[config.mk]
export PLATFORM = sky130hd
export DESIGN_NAME = sumador_secuencial_flat
export DESIGN_NICKNAME = d
export VERILOG_FILES = /design/src/rtl/sumador_pkg.sv /design/src/rtl/sumador_secuencial_if.sv /design/src/rtl/sumador.sv /design/src/rtl/sumador_secuencial.sv /design/src/flat_wrapper.sv
export SDC_FILE = /design/constraint.sdc
export NUM_CORES = 1
export LEC_CHECK = 0
export CORE_MARGIN = 1
export CORE_UTILIZATION = 50
export DETAILED_ROUTE_END_ITERATION = 7
export GPL_ROUTABILITY_DRIVEN = 0
export PLACE_DENSITY_LB_ADDON = 0.15
export SKIP_LAST_GASP = 1
export SLEW_MARGIN = 10
export SYNTH_ARGS = -nofsm -noshare
export SYNTH_HDL_FRONTEND = slang
export SYNTH_SLANG_ARGS = --single-unit
[constraint.sdc]
create_clock -name clk -period 3.8 [get_ports clk]
set_clock_uncertainty 0.2 [all_clocks]
set_input_delay 0.38 -clock clk [delete_from_list [all_inputs] [get_ports clk]]
set_output_delay 0.38 -clock clk [all_outputs]
set_load 0.005 [all_outputs]
[src/rtl/sumador_pkg.sv]
// Shared types and helpers for the sumador arithmetic library.
// Holds the sequential adder FSM states and an index-width helper.
package sumador_pkg;

    typedef enum logic [1:0] {
        IDLE = 2'd0,
        CALC = 2'd1,
        DONE = 2'd2
    } estado_t;

    // Width of a chunk index; never narrower than one bit.
    function automatic int idx_width(input int num_chunks);
        return (num_chunks > 1) ? $clog2(num_chunks) : 1;
    endfunction

endpackage

[src/rtl/sumador_secuencial_if.sv]
// Handshake and operand/result bundle of the sequential adder.
// master drives requests, slave is the adder itself.
interface sumador_secuencial_if #(
    parameter int NUM_BITS = 16
);
    logic                start;
    logic                resta;
    logic                Cin;
    logic [NUM_BITS-1:0] A;
    logic [NUM_BITS-1:0] B;
    logic                ready;
    logic                done;
    logic [NUM_BITS-1:0] S;
    logic                C;
    logic                V;
    logic                N;
    logic                Z;

    modport master (
        output start, resta, Cin, A, B,
        input  ready, done, S, C, V, N, Z
    );

    modport slave (
        input  start, resta, Cin, A, B,
        output ready, done, S, C, V, N, Z
    );
endinterface

[src/rtl/sumador.sv]
// Combinational ripple adder with carry-out and signed overflow.
// Used as the per-slice datapath of the sequential adder.
module sumador #(
    parameter int NUM_BITS = 4
) (
    input  logic [NUM_BITS-1:0] A,
    input  logic [NUM_BITS-1:0] B,
    input  logic                Cin,
    output logic [NUM_BITS-1:0] S,
    output logic                C,
    output logic                V
);
    logic [NUM_BITS-2:0] low_s;
    logic                c_msb;
    logic                s_msb;

    // Lower bits first so the carry into the MSB is visible for V.
    assign {c_msb, low_s} = {1'b0, A[NUM_BITS-2:0]}
                          + {1'b0, B[NUM_BITS-2:0]}
                          + {{(NUM_BITS-1){1'b0}}, Cin};

    assign {C, s_msb} = {1'b0, A[NUM_BITS-1]}
                      + {1'b0, B[NUM_BITS-1]}
                      + {1'b0, c_msb};

    assign S = {s_msb, low_s};
    assign V = c_msb ^ C;
endmodule

[src/rtl/sumador_secuencial.sv]
// Multi-cycle adder/subtractor: CHUNK_BITS per clock, registered carry.
// Result and N/Z/C/V flags are committed together when the last slice lands.
module sumador_secuencial
    import sumador_pkg::*;
#(
    parameter int NUM_BITS   = 16,
    parameter int CHUNK_BITS = 4
) (
    input logic                clk,
    input logic                rst,
    sumador_secuencial_if.slave bus
);
    localparam int NUM_CHUNKS = NUM_BITS / CHUNK_BITS;
    localparam int KW         = idx_width(NUM_CHUNKS);
    localparam logic [KW-1:0] K_LAST = KW'(NUM_CHUNKS - 1);

    estado_t             st_q, st_d;
    logic [NUM_BITS-1:0] a_q, a_d;
    logic [NUM_BITS-1:0] b_q, b_d;
    logic [NUM_BITS-1:0] sh_q, sh_d;
    logic [NUM_BITS-1:0] s_q, s_d;
    logic [KW-1:0]       k_q, k_d;
    logic                cy_q, cy_d;
    logic                c_q, c_d;
    logic                v_q, v_d;
    logic                n_q, n_d;
    logic                z_q, z_d;

    logic [CHUNK_BITS-1:0] a_sl, b_sl, sl_s;
    logic                  sl_c, sl_v;
    logic                  rdy;
    logic                  acc;

    assign rdy = (st_q == IDLE) || (st_q == DONE);
    assign acc = bus.start && rdy;

    // Pick the operand slice addressed by the chunk index.
    always_comb begin
        a_sl = '0;
        b_sl = '0;
        for (int i = 0; i < NUM_CHUNKS; i++) begin
            if (k_q == KW'(i)) begin
                a_sl = a_q[i*CHUNK_BITS +: CHUNK_BITS];
                b_sl = b_q[i*CHUNK_BITS +: CHUNK_BITS];
            end
        end
    end

    sumador #(
        .NUM_BITS(CHUNK_BITS)
    ) u_slice (
        .A  (a_sl),
        .B  (b_sl),
        .Cin(cy_q),
        .S  (sl_s),
        .C  (sl_c),
        .V  (sl_v)
    );

    // Next-state logic: slice accumulation, commit and request acceptance.
    always_comb begin
        st_d = st_q;
        a_d  = a_q;
        b_d  = b_q;
        sh_d = sh_q;
        s_d  = s_q;
        k_d  = k_q;
        cy_d = cy_q;
        c_d  = c_q;
        v_d  = v_q;
        n_d  = n_q;
        z_d  = z_q;

        unique case (st_q)
            IDLE: st_d = IDLE;
            CALC: begin
                for (int i = 0; i < NUM_CHUNKS; i++) begin
                    if (k_q == KW'(i)) begin
                        sh_d[i*CHUNK_BITS +: CHUNK_BITS] = sl_s;
                    end
                end
                cy_d = sl_c;
                k_d  = k_q + 1'b1;
                if (k_q == K_LAST) begin
                    st_d = DONE;
                    k_d  = '0;
                    s_d  = sh_d;
                    c_d  = sl_c;
                    v_d  = sl_v;
                    n_d  = sh_d[NUM_BITS-1];
                    z_d  = (sh_d == '0);
                end
            end
            DONE: st_d = IDLE;
            default: st_d = IDLE;
        endcase

        // Subtraction is A + ~B + ~Cin, so B and the carry are folded here.
        if (acc) begin
            st_d = CALC;
            k_d  = '0;
            a_d  = bus.A;
            b_d  = bus.resta ? ~bus.B : bus.B;
            cy_d = bus.resta ? ~bus.Cin : bus.Cin;
        end
    end

    // State and datapath registers with synchronous reset.
    always_ff @(posedge clk) begin
        if (rst) begin
            st_q <= IDLE;
            a_q  <= '0;
            b_q  <= '0;
            sh_q <= '0;
            s_q  <= '0;
            k_q  <= '0;
            cy_q <= 1'b0;
            c_q  <= 1'b0;
            v_q  <= 1'b0;
            n_q  <= 1'b0;
            z_q  <= 1'b0;
        end else begin
            st_q <= st_d;
            a_q  <= a_d;
            b_q  <= b_d;
            sh_q <= sh_d;
            s_q  <= s_d;
            k_q  <= k_d;
            cy_q <= cy_d;
            c_q  <= c_d;
            v_q  <= v_d;
            n_q  <= n_d;
            z_q  <= z_d;
        end
    end

    assign bus.ready = rdy;
    assign bus.done  = (st_q == DONE);
    assign bus.S     = s_q;
    assign bus.C     = c_q;
    assign bus.V     = v_q;
    assign bus.N     = n_q;
    assign bus.Z     = z_q;
endmodule

[src/flat_wrapper.sv]
// flat-port wrapper written by rule: the top's interface ports become plain ports
module sumador_secuencial_flat import sumador_pkg::*;
#(
    parameter int NUM_BITS   = 16,
    parameter int CHUNK_BITS = 4
)
  (clk, rst, bus_start, bus_resta, bus_Cin, bus_A, bus_B, bus_ready, bus_done, bus_S, bus_C, bus_V, bus_N, bus_Z);
  sumador_secuencial_if #(.NUM_BITS(NUM_BITS)) bus_i ();
  input logic clk;
  input logic rst;
  input wire logic [$bits(bus_i.start)-1:0] bus_start;
  input wire logic [$bits(bus_i.resta)-1:0] bus_resta;
  input wire logic [$bits(bus_i.Cin)-1:0] bus_Cin;
  input wire logic [$bits(bus_i.A)-1:0] bus_A;
  input wire logic [$bits(bus_i.B)-1:0] bus_B;
  output wire logic [$bits(bus_i.ready)-1:0] bus_ready;
  output wire logic [$bits(bus_i.done)-1:0] bus_done;
  output wire logic [$bits(bus_i.S)-1:0] bus_S;
  output wire logic [$bits(bus_i.C)-1:0] bus_C;
  output wire logic [$bits(bus_i.V)-1:0] bus_V;
  output wire logic [$bits(bus_i.N)-1:0] bus_N;
  output wire logic [$bits(bus_i.Z)-1:0] bus_Z;
  assign bus_i.start = bus_start;
  assign bus_i.resta = bus_resta;
  assign bus_i.Cin = bus_Cin;
  assign bus_i.A = bus_A;
  assign bus_i.B = bus_B;
  assign bus_ready = bus_i.ready;
  assign bus_done = bus_i.done;
  assign bus_S = bus_i.S;
  assign bus_C = bus_i.C;
  assign bus_V = bus_i.V;
  assign bus_N = bus_i.N;
  assign bus_Z = bus_i.Z;
  sumador_secuencial #(.NUM_BITS(NUM_BITS), .CHUNK_BITS(CHUNK_BITS)) u_core (.clk(clk), .rst(rst), .bus(bus_i));
endmodule
# [Word-level counts from Yosys, hierarchy flattened]
# Index checks and enable logic that the tools add are counted.
[classes] n_reduce_logical=9 mux=24 n_addsub=5 div=0 n_bitwise=4 n_eq_ne=6 n_mul=0 shift=0 n_lt_le_gt_ge=0
[op_table] operator="$mux W4" count=16
[op_table] operator="$logic_not A16 Y1" count=1
[op_table] operator="$mux W16" count=1
[op_table] operator="$not A16 Y16" count=1
[op_table] operator="$eq A2 B2 Y1 const B" count=3
[op_table] operator="$mux W1" count=6
[op_table] operator="$add A3 B3 Y4" count=1
[op_table] operator="$add A4 B1 Y4" count=1
[op_table] operator="$eq A2 B1 Y1 const B" count=2
[op_table] operator="$logic_not A2 Y1" count=2
[op_table] operator="$ne A3 B1 Y1 const B" count=1
[op_table] operator="$reduce_or A3 Y1" count=1
[op_table] operator="$add A1 B1 Y2" count=1
[op_table] operator="$add A2 B1 Y2" count=1
[op_table] operator="$add A2 B1 Y2 const B" count=1
[op_table] operator="$mux W2" count=1
[op_table] operator="$not A1 Y1" count=2
[op_table] operator="$reduce_and A2 Y1" count=1
[op_table] operator="$reduce_bool A2 Y1" count=1
[op_table] operator="$reduce_or A2 Y1" count=1
[op_table] operator="$logic_and A1 B1 Y1" count=1
[op_table] operator="$logic_or A1 B1 Y1" count=1
[op_table] operator="$xor A1 B1 Y1" count=1
[word_totals] latch_bits=0 input_bits=37 reg_bits=73 rom_bits=0 mem_count=0 output_inout_bits=22 ramBits=0 elab_cells=60

# [Depth between registers and ports, before layout]
# Gate-level depths: netlist of the first run.
[depth] depth_word=11 mapped_depth=15

# [By module]
# A second synthesis of the first run with hierarchy kept.
[unflattened] hier_cells=396 area_unflattened_um2=3209.3
[modules_own_cells] mod="sumador_secuencial" area_per_inst_um2=3060.4 seq_area_each_um2=1361.3 instances=1 cells_per_inst=379
[modules_own_cells] mod="sumador" area_per_inst_um2=148.9 seq_area_each_um2=0.0 instances=1 cells_per_inst=17

# [Worst setup path after synthesis of the first run]
# OpenSTA, ideal clock, no wires.
[synth_timing] path_type="register to register" startpoint="reg u_core.k_q[0]" endpoint="reg u_core.z_q (netlist: u_core.bus.Z)" slack_ps=535 arrival_time_ps=2947 synth_period_minus_slack_ps=3265 required_time_ps=3483 n_path_buf=3 stages_incl_launch_ff=16 path_cell_list="dfxtp_1 inv_1 ha_1 buf_2 clkbuf_1 a21oi_1 a21oi_1 o21ai_0 fa_1 a21o_1 a21oi_1 fa_1 buf_4 o211ai_2 nor4_2 a32o_1"
[synth_between] elab_chain_len=11 elab_cells_between_ends=26
[synth_rtl] element="from (decl)" line_no="sumador_secuencial.sv:22" source="logic [KW-1:0] k_q, k_d;"
[synth_rtl] element="from (signal assigned)" line_no="sumador_secuencial.sv:128" source="k_q <= k_d;"
[synth_rtl] element="$logic_not A2 Y1" line_no="sumador_secuencial.sv:42, sumador_secuencial.sv:78"
[synth_rtl] element="$mux W4 (4 in series)" line_no="sumador_secuencial.sv:42" source="if (k_q == KW'(i)) begin"
[synth_rtl] element="$add A3 B3 Y4" line_no="sumador.sv:19" source="+ {1'b0, B[NUM_BITS-2:0]}"
[synth_rtl] element="$add A4 B1 Y4" line_no="sumador.sv:20" source="+ {{(NUM_BITS-1){1'b0}}, Cin};"
[synth_rtl] element="$add A2 B1 Y2" line_no="sumador.sv:24" source="+ {1'b0, c_msb};"
[synth_rtl] element="$mux W4" line_no="sumador_secuencial.sv:78" source="if (k_q == KW'(i)) begin"
[synth_rtl] element="$mux W4" line_no="sumador_secuencial.sv:74" source="unique case (st_q)"
[synth_rtl] element="$logic_not A16 Y1" line_no="sumador_secuencial.sv:91" source="z_d = (sh_d == '0);"
[synth_rtl] element="to (signal assigned)" line_no="sumador_secuencial.sv:133" source="z_q <= z_d;"
[synth_rtl] element="to (decl)" line_no="sumador_secuencial.sv:27" source="logic z_q, z_d;"
# Several ways; a longest one is shown, not always the timed one. The select of a mux whose other input is x is not followed.
# A chain may end at the register's enable or synchronous reset.

# [Final worst setup path of the first run]
[layout_timing] startpoint="reg u_core.k_q[1]" endpoint="reg u_core.z_q (netlist: u_core.bus.Z)"
# Same word-level chain as after synthesis.

==> results.json, run 1 <==
{
  "min-delay-path-class": "flop to flop",
  "ys_seq_elements": 68,
  "timing.max_cap.violations": 0,
  "post-route-drc-count": 0,
  "cell_internal_power_mw": 1.173,
  "drtAntennaViolNets": 0,
  "grt_antenna_before_repair": 0,
  "power_frac_seq": 0.481,
  "post-route-min-period_ns": 3.574,
  "grt_pass1_wl_um": 11510,
  "cpPeakStageDelay_ns": 0.59,
  "floorplan.rows": 28,
  "hold_end": "u_core.bus.S[3]",
  "seq_area_frac_synth": 0.4193,
  "count_of_flip_flops_with_a_built_in_enable_after_synthesis": 0,
  "relative_contribution_of_combinational_cells_to_total_power": 0.170,
  "unrepaired_setup_endpoints_after_global_routing": "false",
  "critPathMostFrequentCell": "sky130_fd_sc_hd__a21o_1",
  "status": "complete, no violations",
  "crit_chain": "inv_1 -> ha_2 -> buf_4 -> a221oi_1 -> nor3_1 -> a21o_1 -> ha_1 -> a21o_1 -> a21oi_1 -> fa_2 -> o211ai_2 -> nor4_2 -> a32o_1",
  "area.growth.synth_to_final_pct": 22.39,
  "post_synth.cell_area_avg_um2": 8.567,
  "worst-path-buf-inv": 2,
  "synth_ff_type": "sky130_fd_sc_hd__dfxtp_1",
  "power.leakage_nw": 1.419,
  "crit_family": "compound AO/OA/AOI/OAI gates",
  "critical_path_peak_fanout": 16,
  "synthesis.area_mm2": 0.003247,
  "hold_viol_final": 0,
  "worst-r2r-setup-slack_ns": 0.23,
  "clock_h_tree_levels": 3,
  "detail_route.wirelength_um": 6887,
  "hpwl_um": 4887,
  "worst_setup_path_start_kind": "flop",
  "avgViaCountPerCell": 5.318,
  "maximum_number_of_pins_on_one_net_before_global_route_repair": 48,
  "r2r_end": "u_core.bus.Z",
  "final_cell_area_mm2": 0.003974,
  "io-pin-count": 59,
  "dieHeight_um": 82.59,
  "clock_power_share": 0.348,
  "post-route-period-util": 0.9406,
  "post_route_cells_drive_above_1_share": 0.08706,
  "achievable-frequency_ghz": 0.2798,
  "timing.setup.critical_path_class": "flop to flop",
  "timing.critical_path.arrival_ns": 3.61,
  "hold_path_startpoint": "u_core.bus.S[3]",
  "final_net_count": 466,
  "fill_cells": 550,
  "netlist_instances": 379,
  "grt_use_total": 0.2249,
  "dr.pass1.iters": 4,
  "cp-end-kind": "flop",
  "width_of_the_die_um": 82.59,
  "timing.final.max_slew_violations": 0,
  "drt_iter0_drc": 123,
  "max-vdd-ir-drop_v": 0.0002878,
  "slew_headroom": 0.4283,
  "syn_nets": 425,
  "cts_tree": "built",
  "cts_root_buffer": "sky130_fd_sc_hd__clkbuf_8",
  "worst_r2r_startpoint": "u_core.k_q[1]",
  "die_area_mm2": 0.006820,
  "clock_latency_ns": 0.34,
  "via_count": 2659,
  "cpMaxStageDelayCell": "sky130_fd_sc_hd__fa_2",
  "totalPowerFinal_mw": 1.597,
  "antenna_cells_inserted": 0,
  "postCtsSetupBuffers": 0,
  "clk_transition_reported_paths_ns": 0.07,
  "area_taken_by_multi_input_logic_gates_mm2": 0.001665,
  "initial_core_util": 0.5326,
  "worstRegToRegCells": 13,
  "finalSetupTns_ns": 0,
  "grt_overflow": 0,
  "p_switching_uw": 424.1,
  "final-setup-viol-count": 0,
  "grt_pass1_vias": 2528,
  "detailed_place.area_mm2": 0.003782,
  "number_of_distinct_library_cells_after_synthesis": 37,
  "regArea_mm2": 0.001361,
  "place.port_buffers": 58,
  "timing_startpoint_of_the_critical_path": "u_core.k_q[1]",
  "power_density_mw_per_mm2": 401.9,
  "cts_buffers": 9,
  "clock_tree.buffer_depth": 2,
  "tightest_slew_ns": 0.8575,
  "detail_route.wl_per_cell_um": 13.77,
  "min_delay_path_depth": 2,
  "worstSetupPathDepth": 13,
  "yosys_warnings": 0,
  "numClockSinks": 68,
  "ys_async_sr_fraction": 0,
  "core_area_mm2": 0.006096,
  "p_sw_frac": 0.2655,
  "critical_path_required_ns": 3.84
}
[cell usage after synthesis (2+ instances only)]
library cell | n | area (um^2)
sky130_fd_sc_hd__dfxtp_1 | 68 | 1361
sky130_fd_sc_hd__nand2_1 | 58 | 217.7
sky130_fd_sc_hd__a21oi_1 | 43 | 215.2
sky130_fd_sc_hd__nor2_1 | 41 | 153.9
sky130_fd_sc_hd__a211oi_1 | 23 | 172.7
sky130_fd_sc_hd__xnor2_1 | 18 | 157.7
sky130_fd_sc_hd__buf_2 | 14 | 70.07
sky130_fd_sc_hd__mux2i_1 | 12 | 120.1
sky130_fd_sc_hd__clkbuf_1 | 10 | 37.54
sky130_fd_sc_hd__nor2b_1 | 10 | 62.56
sky130_fd_sc_hd__buf_4 | 8 | 60.06
sky130_fd_sc_hd__inv_1 | 7 | 26.28
sky130_fd_sc_hd__nor3_1 | 7 | 35.03
sky130_fd_sc_hd__a211oi_2 | 6 | 75.07
sky130_fd_sc_hd__ha_1 | 6 | 75.07
sky130_fd_sc_hd__nand3b_1 | 5 | 37.54
sky130_fd_sc_hd__o211ai_1 | 5 | 37.54
sky130_fd_sc_hd__o21ai_0 | 5 | 25.02
sky130_fd_sc_hd__a221oi_1 | 4 | 35.03
sky130_fd_sc_hd__a21o_1 | 3 | 22.52
sky130_fd_sc_hd__and2_1 | 3 | 18.77
sky130_fd_sc_hd__buf_6 | 3 | 33.78
sky130_fd_sc_hd__fa_1 | 3 | 60.06
sky130_fd_sc_hd__buf_1 | 2 | 7.510
sky130_fd_sc_hd__o21a_1 | 2 | 15.01
sky130_fd_sc_hd__o22ai_1 | 2 | 12.51
[cell usage in the layout (no fill, tap or decap), types with 7 or more instances in the layout]
| cell type | netlist | layout |
|---|---|---|
| sky130_fd_sc_hd__clkbuf_8 | 0 | 9 |
| sky130_fd_sc_hd__nor2_1 | 41 | 41 |
| sky130_fd_sc_hd__a21oi_1 | 43 | 43 |
| sky130_fd_sc_hd__buf_4 | 8 | 9 |
| sky130_fd_sc_hd__inv_1 | 7 | 7 |
| sky130_fd_sc_hd__nor2b_1 | 10 | 9 |
| sky130_fd_sc_hd__dfxtp_1 | 68 | 68 |
| sky130_fd_sc_hd__nand2_1 | 58 | 58 |
| sky130_fd_sc_hd__clkdlybuf4s50_1 | 0 | 57 |
| sky130_fd_sc_hd__a211oi_1 | 23 | 23 |
| sky130_fd_sc_hd__mux2i_1 | 12 | 12 |
| sky130_fd_sc_hd__xnor2_1 | 18 | 18 |
| sky130_fd_sc_hd__nor3_1 | 7 | 7 |
[power by group through the flow]
stage	Combinational [mW]	Sequential, mW	Clock, mW
global route	0.301	0.772	0.604
floorplan	0.191	0.777	0
detailed placement	0.270	0.784	0
finish	0.272	0.769	0.556
global placement	0.264	0.784	0
CTS	0.273	0.768	0.566
[kinds of logic after synthesis]
group / share of synthesized area
flip-flops: 0.4193
AND/OR/NAND/NOR: 0.1769
multiplexers: 0.04046
AO/OA/AOI/OAI: 0.1981
buffers and inverters: 0.07245
adder cells (fa/ha/maj): 0.04162
XOR/XNOR: 0.05125
[worst max path at each step]
stage / end
4_1_cts: u_core.bus.Z
5_1_grt: u_core.bus.Z
6_report: u_core.bus.Z
3_3_place_gp: u_core.bus.Z
2_1_floorplan: u_core.bus.Z
3_5_place_dp: u_core.bus.Z
[stage by stage]
| stage | worst slack [ns] | utilization | hold WS [ns] | cells |
|---|---|---|---|---|
| floorplan | 0.5354 | - | 0.2318 | 379 |
| global placement | 0.1883 | 0.6205 | 0.2385 | 484 |
| detailed placement | 0.02802 | 0.6205 | 0.2493 | 484 |
| CTS | 0.08949 | 0.6511 | 0.2585 | 500 |
| global route | 0.01810 | 0.6519 | 0.2773 | 500 |
| finish | 0.2258 | 0.6519 | 0.2534 | 500 |
[layer usage]
metal  vias up  global-route usage  wire length (um)
li1       1374                   -                 -
met1      1217              0.2583              3084
met2        58              0.4033              3465
met3        10             0.06703               252
met4         0             0.06207                85
met5         -                   0                 0
[area by class of cell]
type / instances / share of cell area
Clock buffer: 11 / 0.03306
Clock inverter: 5 / 0.01322
Inverter: 7 / 0.006612
Multi-Input combinational cell: 267 / 0.4191
Sequential cell: 68 / 0.3426
Tap cell: 75 / 0.02361
Timing Repair Buffer: 67 / 0.1618
[tightest hold or removal path, delay by kind of cell, from the launching register on]
| kind | cells | cell delay (ns) |
|---|---|---|
| and+or+nand+nor | 1 | 0.05 |
| AOI/OAI and AO/OA | 1 | 0.05 |
| DFF | 1 | 0.31 |
[what timing repair did]
| action | in CTS | in global routing |
|---|---|---|
| hold buffers | 0 | 0 |
| setup endpoints to repair | 1 | 5 |
| resized for setup | 1 | 2 |
| cloned | 0 | 0 |
[state kept, by name, indices dropped and copies added, names as in the netlist]
name          cells
u_core.st_q       2
u_core.bus.V      1
u_core.a_q       16
u_core.bus.C      1
u_core.k_q        2
u_core.bus.S     15
u_core.bus.N      1
u_core.cy_q       1
u_core.bus.Z      1
u_core.sh_q      12
u_core.b_q       16
Power figures use the tool's default switching activity.
==> inputs of run 2 (changes only) <==
--- a/config.mk
+++ b/config.mk
@@ -6,7 +6,7 @@
 export NUM_CORES = 1
 export LEC_CHECK = 0
 export CORE_MARGIN = 1
-export CORE_UTILIZATION = 50
+export CORE_UTILIZATION = 40
 export DETAILED_ROUTE_END_ITERATION = 7
 export GPL_ROUTABILITY_DRIVEN = 0
 export PLACE_DENSITY_LB_ADDON = 0.15
==> run 2 against run 1 <==
- flip-flop and latch count stayed put
- largest cell class unchanged
- worst hold slack worse by 0.0021 ns
- global-route usage is 4.8 points lower
- fmax is 2.3% higher
- count of clock-buffer cells in the layout is 2 lower
==> results.json, run 2 (same netlist as run 1, synthesis figures left out) <==
{
  "max-vdd-ir-drop_v": 0.0002179,
  "dr.pass1.iters": 5,
  "timing.max_cap.violations": 0,
  "detail_route.wirelength_um": 6866,
  "cts_buffers": 9,
  "relative_contribution_of_combinational_cells_to_total_power": 0.152,
  "initial_core_util": 0.4159,
  "finalSetupTns_ns": 0,
  "r2r_end": "u_core.bus.Z",
  "final_core_utilization": 0.5200,
  "area.growth.synth_to_final_pct": 25.05,
  "width_of_the_die_um": 92.10,
  "critical_path_required_ns": 3.90,
  "tightest_slew_ns": 0.6948,
  "critical_path_peak_fanout": 17,
  "post-route-drc-count": 0,
  "drt_iter0_drc": 77,
  "clock_h_tree_levels": 3,
  "power.leakage_nw": 1.443,
  "worstRegToRegCells": 13,
  "cp-end-kind": "flop",
  "maximum_number_of_pins_on_one_net_before_global_route_repair": 43,
  "worst_setup_path_start_kind": "flop",
  "post-route-period-util": 0.9192,
  "grt_antenna_before_repair": 0,
  "timing.critical_path.arrival_ns": 3.59,
  "cts_root_buffer": "sky130_fd_sc_hd__clkbuf_8",
  "detail_route.wl_per_cell_um": 13.03,
  "worst-r2r-setup-slack_ns": 0.31,
  "hpwl_um": 4890,
  "slew_headroom": 0.5358,
  "achievable-frequency_ghz": 0.2863,
  "final_net_count": 466,
  "timing.final.max_slew_violations": 0,
  "cts_tree": "built",
  "die_area_mm2": 0.008481,
  "via_count": 2638,
  "place.port_buffers": 58,
  "hold_viol_final": 0,
  "drtAntennaViolNets": 0,
  "worst_r2r_startpoint": "u_core.k_q[1]",
  "hold_path_startpoint": "u_core.bus.S[1]",
  "io-pin-count": 59,
  "numClockSinks": 68,
  "post_route_cells_drive_above_1_share": 0.08941,
  "p_switching_uw": 439.7,
  "grt_pass1_vias": 2499,
  "layout.cells.most_common": "sky130_fd_sc_hd__dfxtp_1",
  "final-setup-viol-count": 0,
  "min-delay-path-class": "flop to flop",
  "clock_power_share": 0.407,
  "hold_end": "u_core.bus.S[1]",
  "timing.setup.critical_path_class": "flop to flop",
  "fill_cells": 792,
  "status": "complete, no violations",
  "floorplan.rows": 32,
  "antenna_cells_inserted": 0,
  "power_frac_seq": 0.441,
  "mostFrequentLayoutCells": "68 x sky130_fd_sc_hd__dfxtp_1, 58 x sky130_fd_sc_hd__nand2_1, 57 x sky130_fd_sc_hd__clkdlybuf4s50_1, 43 x sky130_fd_sc_hd__a21oi_1, 41 x sky130_fd_sc_hd__nor2_1",
  "post-route-min-period_ns": 3.493,
  "unrepaired_setup_endpoints_after_global_routing": "false",
  "power_density_mw_per_mm2": 429.3,
  "clock_tree.buffer_depth": 2,
  "clk_transition_reported_paths_ns": 0.08,
  "p_sw_frac": 0.2522,
  "avgViaCountPerCell": 5.006,
  "core_area_mm2": 0.007807,
  "min_delay_path_depth": 2,
  "dieHeight_um": 92.10,
  "grt_use_total": 0.1772,
  "grt_overflow": 0,
  "grt_pass1_wl_um": 11810,
  "clock_latency_ns": 0.35,
  "cell_internal_power_mw": 1.303
}
[run 2: worst max-delay path, cell delays in order (launching register included)]
cell,delay (ns)
sky130_fd_sc_hd__dfxtp_1,0.33
sky130_fd_sc_hd__inv_1,0.10
sky130_fd_sc_hd__ha_2,0.38
sky130_fd_sc_hd__nor2b_1,0.09
sky130_fd_sc_hd__a221oi_1,0.31
sky130_fd_sc_hd__nor3_1,0.10
sky130_fd_sc_hd__a21o_1,0.19
sky130_fd_sc_hd__ha_1,0.27
sky130_fd_sc_hd__a21o_1,0.10
sky130_fd_sc_hd__a21oi_1,0.11
sky130_fd_sc_hd__fa_2,0.72
sky130_fd_sc_hd__o211ai_2,0.12
sky130_fd_sc_hd__nor4_2,0.29
sky130_fd_sc_hd__a32o_1,0.14
[run 2: repair_timing]
action | 4_1_cts | 5_1_grt
setup endpoints to repair | 0 | 5
resized for setup | 0 | 2
hold buffers | 0 | 0
buffers inserted | 0 | 0
[run 2: how the worst max path moves through the flow]
stage | startpoint | endpoint | slack [ns] | cells after the start
6_report | u_core.k_q[1] | u_core.bus.Z | 0.31 | 13
3_5_place_dp | u_core.k_q[1] | u_core.bus.Z | 0.05 | 13
2_1_floorplan | u_core.k_q[0] | u_core.bus.Z | 0.54 | 15
3_3_place_gp | u_core.k_q[1] | u_core.bus.Z | 0.24 | 13
5_1_grt | u_core.k_q[0] | u_core.bus.Z | 0.05 | 12
4_1_cts | u_core.k_q[1] | u_core.bus.Z | 0.03 | 13
[run 2: layer usage]
layer	GRT usage	vias up	routed length, um
met2	0.2935	43	3340
met4	0.06250	0	82
li1	-	1374	-
met3	0.04726	10	214
met5	0	-	0
met1	0.2211	1211	3228
[run 2: final cells by class]
| class | count | area, um^2 | area share |
|---|---|---|---|
| clock buffer | 9 | 123.9 | 0.03051 |
| clock inverter | 7 | 115.1 | 0.02835 |
| inverter | 7 | 26.28 | 0.006472 |
| multi-input combinational | 267 | 1663 | 0.4096 |
| sequential | 68 | 1361 | 0.3353 |
| tap | 102 | 127.6 | 0.03143 |
| timing repair buffer | 67 | 643.1 | 0.1584 |
[run 2: through the flow]
step	std cells	hold slack [ns]	setup WS, ns	power, mW	area (um^2)
6_report	527	0.2513	0.3070	1.743	4060
3_3_place_gp	511	0.2391	0.2354	1.048	3816
2_1_floorplan	379	0.2318	0.5354	0.9686	3247
5_1_grt	527	0.2664	0.04751	1.819	4060
4_1_cts	527	0.2547	0.03144	1.756	4055
3_5_place_dp	511	0.2462	0.05252	1.051	3816
[run 2: power groups by stage]
| stage | sequential, mW | combinational, mW | clock, mW |
|---|---|---|---|
| floorplan | 0.777 | 0.191 | 0 |
| global placement | 0.785 | 0.263 | 0 |
| detailed placement | 0.786 | 0.265 | 0 |
| CTS | 0.769 | 0.267 | 0.720 |
| global route | 0.773 | 0.296 | 0.751 |
| finish | 0.769 | 0.265 | 0.709 |
